### src/rtl/mul_pipeline_unit_if.sv
// Request/result handshake bundle for the pipelined RV32M multiply unit.
// The unit sits on the slave modport; the issuing side uses master.
interface mul_pipeline_unit_if #(
  parameter int WIDTH     = 32,
  parameter int TAG_WIDTH = 6
);
  logic                 in_valid;
  logic                 in_ready;
  logic [1:0]           in_op;
  logic [WIDTH-1:0]     in_a;
  logic [WIDTH-1:0]     in_b;
  logic [TAG_WIDTH-1:0] in_tag;
  logic                 out_valid;
  logic                 out_ready;
  logic [WIDTH-1:0]     out_result;
  logic [TAG_WIDTH-1:0] out_tag;

  modport master (
    output in_valid, in_op, in_a, in_b, in_tag, out_ready,
    input  in_ready, out_valid, out_result, out_tag
  );

  modport slave (
    input  in_valid, in_op, in_a, in_b, in_tag, out_ready,
    output in_ready, out_valid, out_result, out_tag
  );
endinterface

### src/rtl/mul_pipeline_unit.sv
// Fully pipelined RV32M multiplier (MUL/MULH/MULHSU/MULHU), one op per cycle,
// fixed STAGES-edge latency from accept to registered result, whole-pipe stall and flush.
module mul_pipeline_unit #(
  parameter int WIDTH     = 32,
  parameter int STAGES    = 3,
  parameter int TAG_WIDTH = 6
) (
  input  logic               clk,
  input  logic               rst,
  input  logic               flush,
  mul_pipeline_unit_if.slave bus
);
  localparam int W1   = WIDTH + 1;
  localparam int PW   = 2 * WIDTH;
  localparam int CH   = (W1 + 2) / 3;
  localparam int TOPW = W1 - 2 * CH;

  logic stall;
  logic advance;

  assign stall        = bus.out_valid && !bus.out_ready;
  assign advance      = !stall;
  assign bus.in_ready = !stall && !flush;

  // Operand extension to WIDTH+1 bits so every op becomes one signed multiply.
  logic          a_signed;
  logic          b_signed;
  logic [W1-1:0] a_ext;
  logic [W1-1:0] b_ext;

  always_comb begin
    a_signed = (bus.in_op != 2'b11);
    b_signed = !bus.in_op[1];
    a_ext    = {a_signed & bus.in_a[WIDTH-1], bus.in_a};
    b_ext    = {b_signed & bus.in_b[WIDTH-1], bus.in_b};
  end

  // Stage registers: stage 1 holds extended operands, stages 2..STAGES hold
  // three PW-bit vectors whose sum is the product.
  logic                 valid_reg [1:STAGES];
  logic [1:0]           op_reg    [1:STAGES];
  logic [TAG_WIDTH-1:0] tag_reg   [1:STAGES];
  logic [W1-1:0]        a_reg;
  logic [W1-1:0]        b_reg;
  logic [PW-1:0]        x_reg     [2:STAGES];
  logic [PW-1:0]        y_reg     [2:STAGES];
  logic [PW-1:0]        z_reg     [2:STAGES];
  logic [PW-1:0]        x_next    [2:STAGES];
  logic [PW-1:0]        y_next    [2:STAGES];
  logic [PW-1:0]        z_next    [2:STAGES];

  // Partial products: b split into two unsigned low chunks and a signed top chunk.
  logic [PW-1:0] a_w;
  logic [PW-1:0] b_lo;
  logic [PW-1:0] b_mid;
  logic [PW-1:0] b_hi;
  logic [PW-1:0] pp0;
  logic [PW-1:0] pp1;
  logic [PW-1:0] pp2;

  always_comb begin
    a_w   = {{(PW-W1){a_reg[W1-1]}}, a_reg};
    b_lo  = {{(PW-CH){1'b0}}, b_reg[CH-1:0]};
    b_mid = {{(PW-CH){1'b0}}, b_reg[2*CH-1:CH]};
    b_hi  = {{(PW-TOPW){b_reg[W1-1]}}, b_reg[W1-1:2*CH]};
    pp0   = a_w * b_lo;
    pp1   = (a_w * b_mid) << CH;
    pp2   = (a_w * b_hi) << (2 * CH);
  end

  generate
    for (genvar gi = 2; gi <= STAGES; gi++) begin : gen_stage
      if (gi == 2) begin : gen_pp
        assign x_next[gi] = pp0;
        assign y_next[gi] = pp1;
        assign z_next[gi] = pp2;
      end else begin : gen_csa
        assign x_next[gi] = x_reg[gi-1] ^ y_reg[gi-1] ^ z_reg[gi-1];
        assign y_next[gi] = ((x_reg[gi-1] & y_reg[gi-1]) |
                             (x_reg[gi-1] & z_reg[gi-1]) |
                             (y_reg[gi-1] & z_reg[gi-1])) << 1;
        assign z_next[gi] = '0;
      end
    end
  endgenerate

  // Last stage: one more 3:2 step, carry-propagate add, then pick the half.
  logic [PW-1:0]    fin_sum;
  logic [PW-1:0]    fin_carry;
  logic [PW-1:0]    product;
  logic [WIDTH-1:0] result_next;

  always_comb begin
    fin_sum     = x_reg[STAGES] ^ y_reg[STAGES] ^ z_reg[STAGES];
    fin_carry   = ((x_reg[STAGES] & y_reg[STAGES]) |
                   (x_reg[STAGES] & z_reg[STAGES]) |
                   (y_reg[STAGES] & z_reg[STAGES])) << 1;
    product     = fin_sum + fin_carry;
    result_next = (op_reg[STAGES] == 2'b00) ? product[WIDTH-1:0] : product[PW-1:WIDTH];
  end

  always_ff @(posedge clk) begin
    if (rst || flush) begin
      for (int i = 1; i <= STAGES; i++) valid_reg[i] <= 1'b0;
    end else if (advance) begin
      valid_reg[1] <= bus.in_valid;
      for (int i = 2; i <= STAGES; i++) valid_reg[i] <= valid_reg[i-1];
    end
  end

  // Datapath content of empty stages is don't-care, so no reset here.
  always_ff @(posedge clk) begin
    if (advance) begin
      a_reg      <= a_ext;
      b_reg      <= b_ext;
      op_reg[1]  <= bus.in_op;
      tag_reg[1] <= bus.in_tag;
      for (int i = 2; i <= STAGES; i++) begin
        op_reg[i]  <= op_reg[i-1];
        tag_reg[i] <= tag_reg[i-1];
        x_reg[i]   <= x_next[i];
        y_reg[i]   <= y_next[i];
        z_reg[i]   <= z_next[i];
      end
    end
  end

  always_ff @(posedge clk) begin
    if (rst) begin
      bus.out_valid  <= 1'b0;
      bus.out_result <= '0;
      bus.out_tag    <= '0;
    end else if (flush) begin
      bus.out_valid  <= 1'b0;
    end else if (advance) begin
      bus.out_valid  <= valid_reg[STAGES];
      bus.out_result <= result_next;
      bus.out_tag    <= tag_reg[STAGES];
    end
  end
endmodule

### src/flat_wrapper.sv
// flat-port wrapper written by rule: the top's interface ports become plain ports
module mul_pipeline_unit_flat 
#(
  parameter int WIDTH     = 32,
  parameter int STAGES    = 3,
  parameter int TAG_WIDTH = 6
)
  (clk, rst, flush, bus_in_valid, bus_in_op, bus_in_a, bus_in_b, bus_in_tag, bus_out_ready, bus_in_ready, bus_out_valid, bus_out_result, bus_out_tag);
  mul_pipeline_unit_if #(.WIDTH(WIDTH), .TAG_WIDTH(TAG_WIDTH)) bus_i ();
  input  logic clk;
  input  logic rst;
  input  logic flush;
  input wire logic [$bits(bus_i.in_valid)-1:0] bus_in_valid;
  input wire logic [$bits(bus_i.in_op)-1:0] bus_in_op;
  input wire logic [$bits(bus_i.in_a)-1:0] bus_in_a;
  input wire logic [$bits(bus_i.in_b)-1:0] bus_in_b;
  input wire logic [$bits(bus_i.in_tag)-1:0] bus_in_tag;
  input wire logic [$bits(bus_i.out_ready)-1:0] bus_out_ready;
  output wire logic [$bits(bus_i.in_ready)-1:0] bus_in_ready;
  output wire logic [$bits(bus_i.out_valid)-1:0] bus_out_valid;
  output wire logic [$bits(bus_i.out_result)-1:0] bus_out_result;
  output wire logic [$bits(bus_i.out_tag)-1:0] bus_out_tag;
  assign bus_i.in_valid = bus_in_valid;
  assign bus_i.in_op = bus_in_op;
  assign bus_i.in_a = bus_in_a;
  assign bus_i.in_b = bus_in_b;
  assign bus_i.in_tag = bus_in_tag;
  assign bus_i.out_ready = bus_out_ready;
  assign bus_in_ready = bus_i.in_ready;
  assign bus_out_valid = bus_i.out_valid;
  assign bus_out_result = bus_i.out_result;
  assign bus_out_tag = bus_i.out_tag;
  mul_pipeline_unit #(.WIDTH(WIDTH), .STAGES(STAGES), .TAG_WIDTH(TAG_WIDTH)) u_core (.clk(clk), .rst(rst), .flush(flush), .bus(bus_i));
endmodule
### config.mk
export PLATFORM = sky130hd
export DESIGN_NAME = mul_pipeline_unit_flat
export DESIGN_NICKNAME = d
export VERILOG_FILES = /design/src/rtl/mul_pipeline_unit_if.sv /design/src/rtl/mul_pipeline_unit.sv /design/src/flat_wrapper.sv
export SDC_FILE = /design/constraint.sdc
export NUM_CORES = 2
export LEC_CHECK = 0
export CAP_MARGIN = 20
export CORE_ASPECT_RATIO = 1.4
export CORE_MARGIN = 4
export CORE_UTILIZATION = 60
export CTS_CLUSTER_DIAMETER = 150
export DETAILED_ROUTE_END_ITERATION = 16
export PLACE_DENSITY = 0.77
export SLEW_MARGIN = 20
export SYNTH_ARGS = -nofsm -noshare
export SYNTH_HDL_FRONTEND = slang
export SYNTH_SLANG_ARGS = --single-unit
### constraint.sdc
create_clock -name clk -period 14.3 [get_ports clk]
set_input_delay 1.43 -clock clk [delete_from_list [all_inputs] [get_ports clk]]
set_output_delay 1.43 -clock clk [all_outputs]
set_load 0.02 [all_outputs]
Yosys cells after proc, flatten, opt, wreduce, memory -nomap -nowiden
Memory sizes are Yosys's and may differ from the RTL's. A register that Yosys moved wholly into a read port is not among the register bits.
Index checks and enable logic that the tools add are counted.
{ "word_totals": {"reg_bits": 98, "ram_bits": 365, "inputBits": 77, "wordCells": 55, "n_memories": 6} }
{ "classes": {"add_sub_neg": 1, "multipliers": 3, "eq_ne": 1, "mux": 9, "bitwise": 21, "reduce_logical": 11} }
{ "mem_list": {"columns": ["name", "depth", "width", "rd", "rd_clocked_by_memory_dff", "write_ports", "line_no", "rtl"], "rows": [
  ["u_core.x_reg", 2, 64, 2, 0, 2, "mul_pipeline_unit.sv:45", "logic [PW-1:0] x_reg [2:STAGES];"],
  ["u_core.y_reg", 2, 63, 2, 0, 2, "mul_pipeline_unit.sv:46", "logic [PW-1:0] y_reg [2:STAGES];"],
  ["u_core.z_reg", 2, 42, 2, 0, 2, "mul_pipeline_unit.sv:47", "logic [PW-1:0] z_reg [2:STAGES];"],
  ["u_core.tag_reg", 3, 6, 3, 1, 3, "mul_pipeline_unit.sv:42", "logic [TAG_WIDTH-1:0] tag_reg [1:STAGES];"],
  ["u_core.op_reg", 3, 2, 3, 0, 3, "mul_pipeline_unit.sv:41", "logic [1:0] op_reg [1:STAGES];"],
  ["u_core.valid_reg", 3, 1, 3, 1, 3, "mul_pipeline_unit.sv:40", "logic valid_reg [1:STAGES];"]
]} }
{ "ops": {"columns": ["operator", "count"], "rows": [
  ["$and A63 B63 Y63", 6],
  ["$xor A64 B64 Y64", 4],
  ["$or A63 B63 Y63", 4],
  ["$mul A33 B12 Y45", 2],
  ["$add A64 B64 Y64", 1],
  ["$mul A33 B11 Y42", 1],
  ["$mux W32", 1],
  ["$mux W1", 8],
  ["$logic_not A1 Y1", 5],
  ["$or A1 B1 Y1", 3],
  ["$and A1 B1 Y1", 2],
  ["$logic_and A1 B1 Y1", 2],
  ["$logic_not A2 Y1", 1],
  ["$ne A2 B2 Y1 const B", 1],
  ["$not A1 Y1", 2],
  ["$reduce_and A2 Y1", 1],
  ["$reduce_or A2 Y1", 1],
  ["$logic_or A1 B1 Y1", 1]
]} }

Logic depth before layout (Yosys ltp)
{ "logic_depth": {"ltp_word": 6, "ltp_mapped": 23, "mapped_depth_nobuf": 21} }

Worst setup path before layout
No wires, ideal clock.
{ "synth_path": {"kind": "input to register", "start": "in bus_out_ready", "end": "reg u_core.a_reg[0], enable pin", "setup_time_ns": 0.689, "t_arrival_ns": 8.030, "path_slack_ns": 5.581, "stages": 2, "path_cell_list": "nor2b_1 -> inv_1"} }
{ "synth_via": {"elab_chain_len": 2} }
{ "synth_rtl": {"columns": ["element", "line_no", "rtl"], "rows": [
  ["from (decl)", "flat_wrapper.sv:18", "input wire logic [$bits(bus_i.out_ready)-1:0] bus_out_ready;"],
  ["$logic_not A1 Y1", "mul_pipeline_unit.sv:21", "assign stall = bus.out_valid && !bus.out_ready;"],
  ["$logic_and A1 B1 Y1", "mul_pipeline_unit.sv:21", null],
  ["to (signal assigned)", "mul_pipeline_unit.sv:114", "a_reg <= a_ext;"],
  ["to (decl)", "mul_pipeline_unit.sv:43", "logic [W1-1:0] a_reg;"]
]} }
Every way passes these cells.
A chain may end at the register's enable or synchronous reset.

==> reports/metrics.cfg <==
[detailed_routing]
dr.first_iter.drc_count=2876
ant_nets=0
wl_um=136000
via_per_inst=5.76
drc=0
vias=38800
post_drt_wl_per_cell_um=20.2
first_pass_iters=5

[logic_synthesis]
yosysWarnings=0
ys_ff_latch=380
synth_edf_count=341
ys_seq_area_share_pct=20.6
syn_avg_cell_area_um2=9.67
synth_area_um2=53600
async_reset_ff_share_pct=0
synthFlopType=edfxtp_1
synth.distinct_cells=77
synth.net_count=6985
synthCells=5540

[clock_tree]
htreeDepth=2
cts_hold_buf=0
ctsResizeCount=0
clock-root-buffer=clkbuf_16
cts_tree=yes
clock_latency_ps=640
clk_path_buf_depth=3
clock-sinks=380
clkTransAtPathRegs_ps=70
cts_setup_buffers=0
numCtsBuffers=43

[grt]
met3_usage_pct=5.35
grt_busiest_layer=met2
grt_first_pass_wirelength_um=222000
antenna_found_initial=8
track_usage_pct=30.2
grt_util_met1_pct=35.3
grt_overflow=0
grt_pass1_vias=42000
grt_max_degree=152
grtUsageMet2_pct=51.0

[die]
die_area_um2=94200
initial_core_util_pct=60.6
die_h_um=362
coreArea_um2=88400
pin_count=117
die_w_um=261
rows=129

[sta]
fin_setup_tns_ps=0
fmax_mhz=146
setup_viol=0
worst_pin_slew_ps=985
relSlewSlack_pct=34.3
slew_viol_final=0
final_hold_viol_count=0
clock_skew_ps=43.1
worst_slack_ps=7470
fin_crit_sh_pct=47.8
period_minus_slack_ps=6830
rsz0062_at_grt=no

[critical_path]
crit_chain=clkinv_1 -> nor2_1 -> fa_1 -> fa_1 -> fa_1 -> fa_1 -> inv_1 -> fa_1 -> inv_1 -> ha_1 -> o21a_1 -> o21ai_0 -> a311oi_1 -> a211o_1 -> a41oi_1 -> o21bai_1 -> a21o_1 -> a311oi_1 -> xnor2_1
reg2reg_slack_ps=7470
r2r_cells=19
crit_arrival_ps=7200
required_ps=14670
cpMostUsedCell=fa_1
startpoint=u_core.b_reg[32]
crit_path_end=u_core.z_reg[1][30]
critical_path_class=flop to flop
critPathMaxFanout=27
crit_family=adder cells
r2r-end=u_core.z_reg[1][30]
max_stage_delay_ps=810
startpoint_type=flop
path_depth=19
slowest_stage=clkinv_1
r2r-start=u_core.b_reg[32]
path_buf_inv=3
worst_setup_path_end_kind=flop

[flow_run]
cap_viol_max_count=0

[final_layout]
largest_reg_flops=109
nets=6975
areaGrowthSynthToFinish_pct=6.95
nFillCells=7222
drive_gt1_share_pct=2.82

[status]
run_status=complete, no violations

[placed_design]
port_buffers=116
dp_hpwl_um=105000
gp_congestion=0.917
dp_worst_setup_slack_ps=7460

[worst_hold_path]
worstHoldPathType=flop to flop

[worst register-to-register path, cell delays in order (launching register included)]
cell and delay [ps]:
edfxtp_1 480, clkinv_1 820, nor2_1 430, fa_1 480
fa_1 510, fa_1 430, fa_1 500, inv_1 50
fa_1 480, inv_1 50, ha_1 330, o21a_1 150
o21ai_0 220, a311oi_1 130, a211o_1 390, a41oi_1 370
o21bai_1 100, a21o_1 220, a311oi_1 320, xnor2_1 110
[cells by family after synthesis]
group / Yosys count / share of synthesized area [%]
buffers and inverters: 1418 / 9.94
AO/OA/AOI/OAI: 612 / 7.45
flip-flops: 380 / 20.6
XOR/XNOR: 153 / 2.50
adder cells (fa/ha/maj): 1368 / 45.6
multiplexers: 8 / 0.152
AND/OR/NAND/NOR: 1601 / 13.8
[cells in the mapped netlist (8+ instances only)]
cell type	n	area, um^2
inv_1	1173	4400
fa_1	975	19500
nand2_1	872	3270
ha_1	393	4920
and2_1	345	2160
edfxtp_1	341	10200
clkbuf_1	240	901
a21oi_1	182	911
nor2_1	155	582
xnor2_1	116	1020
o21ai_0	92	460
a21o_1	89	668
nand3_1	46	230
nor3_1	45	225
dfxtp_1	39	781
xor2_1	37	324
o21a_1	34	255
a211oi_1	30	225
nand2b_1	30	188
o21bai_1	27	203
and3_1	26	163
nand4_1	19	119
a31oi_1	18	113
o21ai_1	16	80.1
o31ai_1	16	120
nor2b_1	15	93.8
o211ai_1	14	105
a311oi_1	12	105
or3_1	11	68.8
or2_2	8	50.1
[placed cells by master (no fill, tap or decap), drive strengths merged, types with 12 or more instances in the layout]
master            n
o21a             34
xnor2           116
o21bai           27
ha              393
clkdlybuf4s50   116
fa              975
nor2            155
edfxtp          341
clkbuf           50
a311oi           12
nand3            46
a21o             89
nand4            19
a21oi           183
a31oi            18
and2            346
dfxtp            39
and3             26
a211oi           30
o211ai           14
inv            1180
clkinv           15
xor2             37
nor2b            16
nand2b           30
o21ai           110
nor3             45
buf              73
o31ai            16
nand2           872
[final cells by class]
| type | instances | area (um^2) | area share, % |
|---|---|---|---|
| clock inverter | 29 | 307 | 0.535 |
| tap | 1179 | 1480 | 2.57 |
| antenna | 4 | 10.0 | 0.0175 |
| timing repair buffer | 189 | 1740 | 3.03 |
| sequential | 380 | 11000 | 19.2 |
| multi-input combinational | 3742 | 37200 | 65.0 |
| clock buffer | 50 | 1100 | 1.92 |
| inverter | 1174 | 4410 | 7.70 |
[metrics by stage]
step           util (%)  hold slack, ps  area, um^2  cells
2_1_floorplan         -             400       53600   5540
3_3_place_gp       63.1             403       55800   6662
3_5_place_dp       63.1             406       55800   6662
4_1_cts            64.7             419       57300   6741
5_1_grt            64.8             425       57300   6743
6_report           64.8             417       57300   6747
[worst min-delay path by stage]
stage                        start                  end  slack (ps)  cells after the start
5_1_grt         u_core.x_reg[1][3]  u_core.x_reg[1][67]         430                      0
4_1_cts         u_core.x_reg[1][3]  u_core.x_reg[1][67]         420                      0
3_5_place_dp   u_core.x_reg[1][10]  u_core.x_reg[1][74]         410                      0
2_1_floorplan  u_core.op_reg[0][2]  u_core.op_reg[0][4]         400                      0
6_report        u_core.x_reg[1][2]  u_core.x_reg[1][66]         420                      0
3_3_place_gp    u_core.x_reg[1][3]  u_core.x_reg[1][67]         400                      0
[per-layer routing]
layer | vias up | routed length [um]
met4 | 4 | 11400
li1 | 17100 | -
met5 | - | 27
met1 | 19700 | 48400
met3 | 544 | 9670
met2 | 1568 | 66800
Power is left out: the tool's default activity adds up to more than one toggle a clock period on the data nets, which glitch-free logic cannot reach.
